--- src/rtl/can_pkg.sv ---
// rtl/can_pkg.sv - shared CAN frame constants, FSM state encoding and CRC-15 step function.
package can_pkg;

  typedef enum logic [3:0] {
    ST_WAIT_IDLE,
    ST_IDLE,
    ST_ID,
    ST_CTRL,
    ST_DLC,
    ST_DATA,
    ST_CRC,
    ST_CRC_DEL,
    ST_ACK,
    ST_ACK_DEL,
    ST_EOF
  } can_state_t;

  localparam int CAN_ID_LEN   = 11;
  localparam int CAN_CTRL_LEN = 3;
  localparam int CAN_DLC_LEN  = 5;
  localparam int CAN_DATA_LEN = 32;
  localparam int CAN_CRC_LEN  = 15;
  localparam int CAN_EOF_LEN  = 7;

  localparam logic [14:0] CAN_CRC_POLY = 15'h4599;

  function automatic logic [14:0] crc15_step(input logic [14:0] crc, input logic din);
    logic fb;
    fb = din ^ crc[14];
    crc15_step = {crc[13:0], 1'b0} ^ (fb ? CAN_CRC_POLY : 15'h0000);
  endfunction

endpackage

--- src/rtl/can_crc15.sv ---
// rtl/can_crc15.sv - serial CRC-15 (CAN polynomial), one bit per enabled cycle; shared with can_tx.
module can_crc15
  import can_pkg::*;
(
  input  logic        clk,
  input  logic        rst,
  input  logic        en,
  input  logic        clr,
  input  logic        din,
  output logic [14:0] crc
);

  always_ff @(posedge clk) begin
    if (rst || clr) begin
      crc <= '0;
    end else if (en) begin
      crc <= crc15_step(crc, din);
    end
  end

endmodule

--- src/rtl/can_rx.sv ---
// rtl/can_rx.sv - CAN receiver for one fixed-format data frame with CRC check and ACK drive.
// Optional acceptance filter on the identifier when CAN_RX_ID_FILTER_EN is defined.
module can_rx
  import can_pkg::*;
#(
  parameter int IDLE_BITS = 11,
  parameter int DLC_VAL   = 4
) (
  input  logic        clk,
  input  logic        rst,
  input  logic        baud_tick,
  input  logic        rx,
`ifdef CAN_RX_ID_FILTER_EN
  input  logic [10:0] acc_id,
  input  logic [10:0] acc_mask,
`endif
  output logic        tx,
  output logic [10:0] rx_id,
  output logic [31:0] rx_data,
  output logic        rx_valid,
  output logic        crc_err,
  output logic        form_err
);

  can_state_t  state, state_nxt;
  logic [5:0]  cnt, cnt_nxt;
  logic [10:0] id_sh;
  logic [31:0] data_sh;
  logic [4:0]  dlc_sh;
  logic [14:0] crc_rx;
  logic [14:0] crc_calc;
  logic        frame_ok, ok_nxt;
  logic        crc_en, crc_clr;
  logic        tx_nxt, valid_nxt, crc_err_nxt, form_err_nxt;
  logic        crc_match, id_pass;

  assign crc_match = (crc_rx == crc_calc);

`ifdef CAN_RX_ID_FILTER_EN
  assign id_pass = (((id_sh ^ acc_id) & acc_mask) == 11'h000);
`else
  assign id_pass = 1'b1;
`endif

  can_crc15 u_crc (
    .clk (clk),
    .rst (rst),
    .en  (crc_en),
    .clr (crc_clr),
    .din (rx),
    .crc (crc_calc)
  );

  always_comb begin
    state_nxt    = state;
    cnt_nxt      = cnt;
    tx_nxt       = tx;
    ok_nxt       = frame_ok;
    valid_nxt    = 1'b0;
    crc_err_nxt  = 1'b0;
    form_err_nxt = 1'b0;
    crc_en       = 1'b0;
    crc_clr      = 1'b0;
    if (baud_tick) begin
      cnt_nxt = cnt + 6'd1;
      unique case (state)
        ST_WAIT_IDLE: begin
          crc_clr = 1'b1;
          if (!rx) cnt_nxt = 6'd0;
          else if (cnt == 6'(IDLE_BITS - 1)) state_nxt = ST_IDLE;
        end
        ST_IDLE: begin
          // SOF is the first bit covered by the CRC
          if (!rx) begin
            crc_en    = 1'b1;
            state_nxt = ST_ID;
          end else begin
            crc_clr = 1'b1;
          end
        end
        ST_ID: begin
          crc_en = 1'b1;
          if (cnt == 6'(CAN_ID_LEN - 1)) state_nxt = ST_CTRL;
        end
        ST_CTRL: begin
          crc_en = 1'b1;
          if (rx) begin
            form_err_nxt = 1'b1;
            state_nxt    = ST_WAIT_IDLE;
          end else if (cnt == 6'(CAN_CTRL_LEN - 1)) begin
            state_nxt = ST_DLC;
          end
        end
        ST_DLC: begin
          crc_en = 1'b1;
          if (cnt == 6'(CAN_DLC_LEN - 1)) begin
            if ({rx, dlc_sh[4:1]} != 5'(DLC_VAL)) begin
              form_err_nxt = 1'b1;
              state_nxt    = ST_WAIT_IDLE;
            end else begin
              state_nxt = ST_DATA;
            end
          end
        end
        ST_DATA: begin
          crc_en = 1'b1;
          if (cnt == 6'(CAN_DATA_LEN - 1)) state_nxt = ST_CRC;
        end
        ST_CRC: begin
          if (cnt == 6'(CAN_CRC_LEN - 1)) state_nxt = ST_CRC_DEL;
        end
        ST_CRC_DEL: begin
          crc_clr     = 1'b1;
          crc_err_nxt = !crc_match;
          ok_nxt      = crc_match && id_pass;
          if (!rx) begin
            form_err_nxt = 1'b1;
            state_nxt    = ST_WAIT_IDLE;
          end else begin
            tx_nxt    = !(crc_match && id_pass);
            state_nxt = ST_ACK;
          end
        end
        ST_ACK: begin
          tx_nxt    = 1'b1;
          state_nxt = ST_ACK_DEL;
        end
        ST_ACK_DEL: begin
          if (!rx) begin
            form_err_nxt = 1'b1;
            state_nxt    = ST_WAIT_IDLE;
          end else begin
            state_nxt = ST_EOF;
          end
        end
        ST_EOF: begin
          if (!rx) begin
            form_err_nxt = 1'b1;
            state_nxt    = ST_WAIT_IDLE;
          end else if (cnt == 6'(CAN_EOF_LEN - 1)) begin
            valid_nxt = frame_ok;
            state_nxt = ST_IDLE;
          end
        end
        default: state_nxt = ST_WAIT_IDLE;
      endcase
      if (state_nxt != state) cnt_nxt = 6'd0;
    end
  end

  always_ff @(posedge clk) begin
    if (rst) begin
      state    <= ST_WAIT_IDLE;
      cnt      <= '0;
      tx       <= 1'b1;
      rx_valid <= 1'b0;
      crc_err  <= 1'b0;
      form_err <= 1'b0;
      rx_id    <= '0;
      rx_data  <= '0;
      id_sh    <= '0;
      data_sh  <= '0;
      dlc_sh   <= '0;
      crc_rx   <= '0;
      frame_ok <= 1'b0;
    end else begin
      state    <= state_nxt;
      cnt      <= cnt_nxt;
      tx       <= tx_nxt;
      rx_valid <= valid_nxt;
      crc_err  <= crc_err_nxt;
      form_err <= form_err_nxt;
      frame_ok <= ok_nxt;
      if (baud_tick) begin
        unique case (state)
          ST_ID:   id_sh   <= {rx, id_sh[10:1]};
          ST_DLC:  dlc_sh  <= {rx, dlc_sh[4:1]};
          ST_DATA: data_sh <= {rx, data_sh[31:1]};
          ST_CRC:  crc_rx  <= {rx, crc_rx[14:1]};
          default: ;
        endcase
      end
      // shadows only reach the outputs on a fully accepted frame
      if (valid_nxt) begin
        rx_id   <= id_sh;
        rx_data <= data_sh;
      end
    end
  end

endmodule

--- config.mk ---
export PLATFORM = sky130hd
export DESIGN_NAME = can_rx
export DESIGN_NICKNAME = d
export VERILOG_FILES = /design/src/rtl/can_pkg.sv /design/src/rtl/can_crc15.sv /design/src/rtl/can_rx.sv
export SDC_FILE = /design/constraint.sdc
export NUM_CORES = 1
export LEC_CHECK = 0
export ABC_CLOCK_PERIOD_IN_PS = 4050
export CORE_UTILIZATION = 61
export CTS_CLUSTER_DIAMETER = 80
export DETAILED_ROUTE_END_ITERATION = 8
export PLACE_DENSITY_LB_ADDON = 0.25
export SLEW_MARGIN = 10
export SYNTH_ARGS = -nofsm -noshare
export SYNTH_HDL_FRONTEND = slang
export SYNTH_SLANG_ARGS = --single-unit
--- constraint.sdc ---
create_clock -name clk -period 4.05 [get_ports clk]
set_input_delay 0.405 -clock clk [delete_from_list [all_inputs] [get_ports clk]]
set_output_delay 0.405 -clock clk [all_outputs]
set_load 0.01 [all_outputs]
# Yosys cells after proc, flatten, opt, wreduce, memory -nomap -nowiden
# Index checks and enable logic that the tools add are counted.
# totals
ff_bits,136
in_bits,4
# classes
n_addsub,1
eq_ne,20
n_mux,35
bitwise,4
n_reduce_logical,15
# ops
cell,count
4-bit two-way mux,14
4-bit case mux with 11 select lines,1
6-bit two-way mux,3
4-bit by 3-bit == test with 1-bit output (second input constant),4
15-bit == test,1
15-bit two-way mux,1
15-bit XOR,1
4-bit == test (second input constant),3
6-bit by 3-bit == test with 1-bit output (second input constant),2
6-bit by 4-bit == test with 1-bit output (second input constant),2
1-bit two-way mux,11
2-bit AND reduction,5
4-bit by 2-bit == test with 1-bit output (second input constant),2
6-bit by 1-bit adder with 6-bit output (second input constant),1
6-bit by 2-bit == test with 1-bit output (second input constant),1
6-bit by 5-bit == test with 1-bit output (second input constant),1
1-bit case mux with 2 select lines,3
3-bit OR reduction,2
5-bit by 3-bit inequality test with 1-bit output (second input constant),1
4-bit by 1-bit == test with 1-bit output (second input constant),1
4-bit zero test,1
4-bit inequality test,1
2-bit OR reduction,2
4-bit OR reduction,1
9 further kinds,10

# Depth between registers and ports, before layout
# Gate-level depths: netlist of the first run.
# depth
word_depth,7
ltp_mapped,9

# Modules after synthesis
# Synthesis of the first run repeated with hierarchy kept, for this count alone.
# hier_totals
cells_unflattened,687
hier_area_um2,5655.4
# by_module_without_submodules
module,n_inst,cells_per_inst,area_each_um2
can_rx,1,620,5006.1
can_crc15,1,67,649.4

# Worst setup path after synthesis of the first run
# OpenSTA, ideal clock, no wires.
# synth_path
kind,register to register
from,register cnt[0]
to,register cnt[2]
setup_ns,0.074
arrival_time_ns,1.866
setup_slack_ns,2.110
path_stages_with_launch,9
n_path_buf,0
synth_period_minus_slack_ns,1.940
cell_sequence,dfxtp_1 > inv_1 > ha_1 > and2_1 > and4_1 > a31o_2 > o32ai_4 > nand4b_1 > a31oi_1
# synth_via
elab_chain_len,7
elab_cells_between_ends,23
cone_classes,add/sub: 1; eq/ne: 7; mux: 15
# synth_lines
element,line_no,rtl
from (decl),can_rx.sv:26,"logic [5:0] cnt, cnt_nxt;"
from (signal assigned),can_rx.sv:168,cnt <= cnt_nxt;
"6-bit by 3-bit == test with 1-bit output, or another cell as far along",can_rx.sv:140,end else if (cnt == 6'(CAN_EOF_LEN - 1)) begin
"4-bit two-way mux, on equally long branches","can_rx.sv:140, can_rx.sv:70, can_rx.sv:90",
"4-bit two-way mux, on equally long branches","can_rx.sv:137, can_rx.sv:69, can_rx.sv:87",
4-bit case mux with 11 select lines,can_rx.sv:66,unique case (state)
4-bit two-way mux,can_rx.sv:64,if (baud_tick) begin
4-bit inequality test,can_rx.sv:147,if (state_nxt != state) cnt_nxt = 6'd0;
6-bit two-way mux *,can_rx.sv:147,
# Every way passes the cells marked *; elsewhere a longest branch is shown, timed or not. The select of a mux whose other input is x is not followed.
# A chain may end at the register's enable or synchronous reset.

# Worst setup path after layout of the first run
# layout_path
from,register state[2]
to,register u_crc.crc[9]
# layout_via
elab_chain_len,5
elab_cells_between_ends,14
cone_classes,eq/ne: 6; mux: 4; reduce/logical: 4
# layout_lines
element,line_no,rtl
from (decl),can_rx.sv:25,"can_state_t state, state_nxt;"
from (signal assigned),can_rx.sv:167,state <= state_nxt;
4-bit by 3-bit == test with 1-bit output or 4-bit zero test (tied branches),can_rx.sv:66,
2-bit OR reduction (no source line),n/a,
1-bit case mux with 2 select lines,can_rx.sv:66,
1-bit two-way mux,can_rx.sv:64,
1-bit logical OR,can_crc15.sv:14,if (rst || clr) begin
to (signal assigned),can_crc15.sv:17,"crc <= crc15_step(crc, din);"
to (decl),can_crc15.sv:10,output logic [14:0] crc
# Parallel ways exist; a longest one is shown, timed or not.

==> key figures, run 1 <==
Worst setup path
  – R2R setup slack: about 1.4 ns
  – CP endpoint kind: register
  – Critical Path RT: around 4.4 ns
  – R2R Path Start: state[2]
  – Cell count of the worst reg-to-reg path: 5
  – Arrival time at the worst endpoint: 3.07 ns
  – FF-to-FF End: u_crc.crc[9]
  – Worst-path fanout max: 17
  – Startpoint types: register
  – Setup Crit Path Kind: register to register
  – Critical Path Source: state[2]
  – Critical path endpoint: u_crc.crc[9]

Yosys
  – Area contributors post-synth: dfxtp_1 48%, nand2_1 12%, a21oi_1 8.0%, mux2i_1 6.2%, nor2_1 4.5%
  – Yosys synthesis warning count: 0
  – Post-synth ARST share: 0
  – Syn nets: 683
  – Sequential-to-total area share from yosys stat: 0.477
  – Cell with the most instances after synthesis: nand2_1
  – Predominant post-synthesis flop cell: dfxtp_1
  – Post-synth EDFFs: 0
  – Post-synth top cells: 175 x nand2_1, 135 x dfxtp_1, 91 x a21oi_1
  – Post-synth top area share: 0.477
  – Avg Inst Size Synth: ~8.4 um2
  – Synth Instances: 676
  – #FFs+latches synth: between 100 and 150
  – Post-Syn Area: roughly 0.0057 mm2
  – Biggest area consumer among synthesized cells: dfxtp_1
  – Yosys cell types: 57

Drt
  – Number of DRC markers in iteration 0: 243
  – Final wirelength: roughly 13000 um
  – Vias per inst: ~5.7
  – Via count: about 4800
  – Post-DR wirelength/cell: ~15 um
  – DRT Pass-1 Iters: 7
  – DR DRC count: 6
  – Remaining antenna violation count after routing: 0

Floorplanning
  – Std-Cell Core Area: approximately 0.0088 mm2
  – Die width: between 90 and 100 um
  – Die area: 0.00969 mm2
  – IO Count: 51
  – Initial Util: 0.641
  – Die height: just under 100 um
  – Row count: 34

Timing
  – # setup viols final: 0
  – Worst slew pin tran: roughly 1.1 ns
  – Unrepaired setup endpoints after global routing: false
  – Relative slew margins: 0.256
  – Hold Vio Cnt, Final: 0
  – Min Tclk post-route: roughly 2.7 ns
  – Setup TNS: 0 ns
  – Share of the cycle needed by the critical path after routing: 0.666
  – Final slew viol count: 0
  – Final worst slack: around 1.4 ns
  – Worst Clk Skew: approximately 0.0096 ns
  – Max Fclk: between 0.3 and 0.4 GHz

Pwr
  – Worst vdd ir: 0.448 mV
  – Power Dens Cells: between 400 and 500 mW/mm2
  – Lkg Pwr: around 2.2 nW

Global routing
  – Largest net degree at the start of global routing: 84
  – GRT overflow: 0
  – Vias in the first global route: around 4500
  – First-pass GRT wire length: between 20000 and 25000 um
  – Global Route Usage Sum: 0.272
  – Antenna violations before repair: 0

Clock network
  – PostCTS Resize Cnt: 0
  – TritonCTS clock tree: yes
  – CTS Sinks: 135
  – H-Tree Depth: 4
  – CTS Buffer Depth: 2
  – Clk slew on worst S/H paths: roughly 0.06 ns
  – Post-CTS Setup Inserts: 0
  – Clk Latency, worst-skew pair: between 0.5 and 0.6 ns
  – Hold Buf Count CTS: 0
  – Root buffer selected by CTS: clkbuf_8
  – TritonCTS buffer count: 17

Placement
  – DP HPWL: a little under 8000 um
  – Dpl cell area: approximately 0.006 mm2
  – Setup WS pre-CTS: 1.09 ns
  – Gpl congestion: 0.873
  – Port Buffers: 50

Cells and area
  – P&R area growth vs syn: 18.0%
  – Design area: approximately 0.0067 mm2
  – Share of cells above drive strength 1: 0.0821
  – Layout Nets: approximately 710
  – Ant. Diodes: 0

Worst hold path
  – Hold Crit Class: primary input to register

Status
  – Violated checks: design-rule violations
  – Status: complete, but fails checks

Flow run
  – Max-cap viol count: 0
critical path, cell delays in order, from the launching register on:
cell and delay [ns]:
dfxtp_1 0.73, inv_1 0.26, o211ai_1 0.94, buf_4 0.34
mux2i_1 0.23, nor2_1 0.06
sequential cells by signal (all words and copies together) (netlist names):
name and flops:
form_err 1, frame_ok 1, rx_id 11, cnt 6, u_crc.crc 15, data_sh 32
crc_rx 15, id_sh 11, rx_valid 1, crc_err 1, rx_data 32, dlc_sh 4
tx 1, state 4
through the flow:
stage	utilization	std cells	total power [mW]	hold slack, ns
CTS	0.756	827	3.09	0.292
floorplan	-	676	1.51	0.431
finish	0.756	827	3.07	0.301
global route	0.756	827	3.17	0.310
detailed placement	0.688	796	1.54	0.447
global placement	0.688	796	1.53	0.438
placed cells by master, fill, tap and decap left out, types with 5 or more instances in the layout:
master | Yosys | routed
xnor2_1 | 22 | 22
dfxtp_1 | 135 | 135
clkdlybuf4s50_1 | 0 | 49
nor2_1 | 68 | 68
inv_1 | 6 | 6
clkbuf_16 | 0 | 16
nand3_1 | 12 | 12
o21ai_0 | 9 | 9
a21oi_1 | 91 | 91
nand4_1 | 9 | 9
inv_6 | 0 | 5
a31oi_1 | 5 | 5
buf_4 | 2 | 9
mux2i_1 | 35 | 35
nand2_1 | 175 | 175
kinds of logic (layout without fill, tap and decap cells):
logic type      count (synthesis)  in the layout  synth area share
simple gates                  294            294             0.224
flops                         135            135             0.477
compound gates                131            131             0.140
buf+inv                        55             98            0.0549
mux                            35             35            0.0618
xor+xnor                       23             23            0.0355
fa+ha+maj                       3              3           0.00662
metal layers:
| metal | part of all wire | vias up | track usage |
|---|---|---|---|
| li1 | - | 2342 | - |
| met1 | 0.43 | 2243 | 0.341 |
| met2 | 0.50 | 146 | 0.469 |
| met3 | 0.047 | 23 | 0.0504 |
| met4 | 0.020 | 0 | 0.104 |
| met5 | 0 | - | 0 |
where the power goes:
| group | internal (mW) | leakage, nW | total [mW] | switching [mW] |
|---|---|---|---|---|
| Combinational | 0.0534 | 0.865 | 0.156 | 0.102 |
| Clock | 0.953 | 0.286 | 1.56 | 0.606 |
| Sequential | 1.34 | 1.09 | 1.36 | 0.0218 |
| Total | 2.34 | 2.24 | 3.07 | 0.730 |
layout make-up:
class,count,area [um2]
Clock buffer,17,414
Timing Repair Buffer,58,558
Fill cell,636,2160
Clock inverter,14,188
Tap cell,108,135
Sequential cell,135,2700
Multi-Input combinational cell,486,2660
Inverter,9,33.8
worst min path at each step:
stage / endpoint / cells after the start / from / slack [ns]
finish: state[2] / 2 / rst / 0.30
CTS: state[2] / 2 / rst / 0.29
floorplan: rx_id[0] / 2 / id_sh[0] / 0.43
global placement: rx_data[0] / 2 / data_sh[0] / 0.44
global route: data_sh[15] / 2 / rst / 0.31
detailed placement: rx_data[16] / 2 / rx_data[16] / 0.45
(Power assumes the default switching activity.)
==> inputs of run 2 (changes only) <==
- ABC_CLOCK_PERIOD_IN_PS: 4050 -> 2400
- CORE_UTILIZATION: 61 -> 52
- clock period: 4.05 -> 2.4 ns (I/O delays scaled with it)
==> run 2 against run 1 <==
  * The flow now finishes without violations
  * Total power rose by 78%
  * Clock power rose by 85%
  * Critical path type unchanged
  * Register-to-register slack got worse by 1.1 ns
  * Largest power group unchanged
  * Maximum frequency rose by 24%
==> key figures, run 2 (same netlist as run 1, synthesis figures left out) <==
Worst setup path
  – Critical path, cell by cell: inv_1 > ha_1 > and2_1 > and4_1 > a31o_2 > o32ai_4 > o211ai_1 > a21oi_1
  – Worst-path fanout max: 9
  – Arrival time at the worst endpoint: about 2.6 ns
  – Critical Path RT: 2.85 ns
  – Largest stage delay on the critical path: about 0.42 ns
  – Top delay family on crit path: compound AO/OA/AOI/OAI gates
  – CP endpoint kind: register
  – Slowest cell on crit path: o32ai_4
  – Startpoint types: register
  – R2R Path Start: cnt[0]
  – Cell count of the worst reg-to-reg path: 8
  – CP bufs+invs: 1
  – R2R setup slack: 0.23 ns
  – FF-to-FF End: cnt[5]
  – Setup Crit Path Kind: register to register

Timing
  – Setup TNS: 0 ns
  – # setup viols final: 0
  – Worst hold margin: 0.0316 ns
  – Min Tclk post-route: about 2.2 ns
  – Final slew viol count: 0
  – Max Fclk: roughly 0.46 GHz
  – Final worst slack: ~0.23 ns
  – Worst Clk Skew: about 0.006 ns
  – Relative slew margins: 0.545
  – Hold Vio Cnt, Final: 0
  – Share of the cycle needed by the critical path after routing: 0.905
  – Worst slew pin tran: between 0.6 and 0.7 ns
  – Unrepaired setup endpoints after global routing: false

Cells and area
  – Finished Layout Cells: between 800 and 900
  – Layout Nets: 730
  – Ant. Diodes: 0
  – Fill count: roughly 870
  – Commonest non-fill, non-tap cell in the layout: nand2_1
  – P&R area growth vs syn: 22.6%
  – Area occupied by multi-input gates: roughly 0.0027 mm2
  – Largest registers: data_sh (32), rx_data (32)
  – Share of cells above drive strength 1: 0.103
  – Design area: about 0.0070 mm2
  – Most frequent cells in the layout: 175 x nand2_1, 135 x dfxtp_1, 91 x a21oi_1
  – Fin util: 0.665
  – Register area: 0.00270 mm2

Drt
  – WL met1: roughly 5600 um
  – Vias per inst: roughly 5.4
  – Via count: 4741
  – Number of DRC markers in iteration 0: ~250
  – Met3 WL post-DR: 688 um
  – Remaining antenna violation count after routing: 0
  – DRT Pass-1 Iters: 4
  – DR DRC count: 0
  – Final wirelength: approximately 13000 um
  – Post-DR wirelength/cell: 14.4 um
  – Top Layer Used: met4
  – Met2 Wirelength: ~6200 um

Status
  – Status: completed

Clock network
  – PostCTS Resize Cnt: 0
  – Clk slew on worst S/H paths: 0.06 ns
  – Clk Latency, worst-skew pair: approximately 0.52 ns
  – Hold Buf Count CTS: 0
  – TritonCTS buffer count: 17
  – Post-CTS Setup Inserts: 0
  – H-Tree Depth: 4
  – Root buffer selected by CTS: clkbuf_8
  – TritonCTS clock tree: yes
  – CTS Buffer Depth: 2
  – CTS Sinks: about 140

Placement
  – Dpl cell area: around 0.0063 mm2
  – Gpl congestion: around 0.86
  – Placed Instances: between 800 and 900
  – DP HPWL: around 8000 um
  – Port Buffers: 50
  – Setup WS pre-CTS: ~0.085 ns

Global routing
  – Antenna violations before repair: 0
  – Largest net degree at the start of global routing: between 100 and 150
  – Global Route Usage Sum: 0.236
  – GRT overflow: 0
  – Vias in the first global route: approximately 4500
  – First-pass GRT wire length: roughly 21000 um

Floorplanning
  – Std-Cell Core Area: ~0.010 mm2
  – IO Count: a little over 50
  – Die width: 106 um
  – Die area: ~0.011 mm2
  – Initial Util: 0.542
  – Die height: approximately 110 um
  – Row count: 37

Worst hold path
  – Hold Path End: tx
  – Hold path cells: 3
  – Hold path start: rst
  – Hold Crit Class: primary input to register

Pwr
  – P_sw: 1.16 mW
  – Design Power: roughly 5.5 mW
  – Worst vdd ir: around 0.53 mV
  – Reg power frac: 0.417
  – Lkg Pwr: 2.37 nW
  – Power Dens Cells: roughly 790 mW/mm2
  – Clock network fraction of total power: 0.529
  – Comb pwr share: 0.055
  – Switch share: 0.213
  – Int Power: ~4.3 mW

Flow run
  – Max-cap viol count: 0
run 2: changes by cell type in the layout (fill, tap and decap cells not counted):
cell / change
buf_12: +3
clkinv_4: -1
inv_6: -3
buf_4: +13
clkinvlp_4: -1
clkinv_2: +1
inv_8: -2
bufinv_16: +2
clkbuf_8: +5
run 2: worst min-delay path, stage by stage:
cell and delay (ns):
buf_4 0.11, inv_1 0.08, o21ai_0 0.08
run 2: per-layer routing:
metal / GRT usage / vias to the layer above
met5: 0 / -
met4: 0.0763 / 0
met3: 0.0552 / 14
met2: 0.395 / 131
met1: 0.300 / 2228
li1: - / 2368
run 2: cell type report:
cell class | instances | area share
multi-input cells | 486 | 0.383
well taps | 136 | 0.0245
repair buffers | 74 | 0.103
flip-flops and latches | 135 | 0.389
clock inverters | 10 | 0.0270
inverters | 9 | 0.00486
clock buffers | 22 | 0.0694
run 2: power groups by stage:
| stage | combinational, mW | sequential, mW | clock, mW |
|---|---|---|---|
| 6_report | 0.300 | 2.28 | 2.89 |
| 5_1_grt | 0.330 | 2.28 | 3.04 |
| 4_1_cts | 0.298 | 2.28 | 2.92 |
| 3_5_place_dp | 0.297 | 2.33 | 0 |
| 3_3_place_gp | 0.296 | 2.33 | 0 |
| 2_1_floorplan | 0.236 | 2.32 | 0 |
run 2: worst max-delay path by stage:
stage,from,depth (start not counted),slack [ns],end
2_1_floorplan,cnt[0],8,0.46,cnt[2]
3_3_place_gp,rx,7,0.15,cnt[1]
3_5_place_dp,rx,7,0.08,cnt[1]
4_1_cts,cnt[0],8,0.23,cnt[5]
5_1_grt,cnt[0],8,0.02,cnt[4]
6_report,cnt[0],8,0.23,cnt[5]
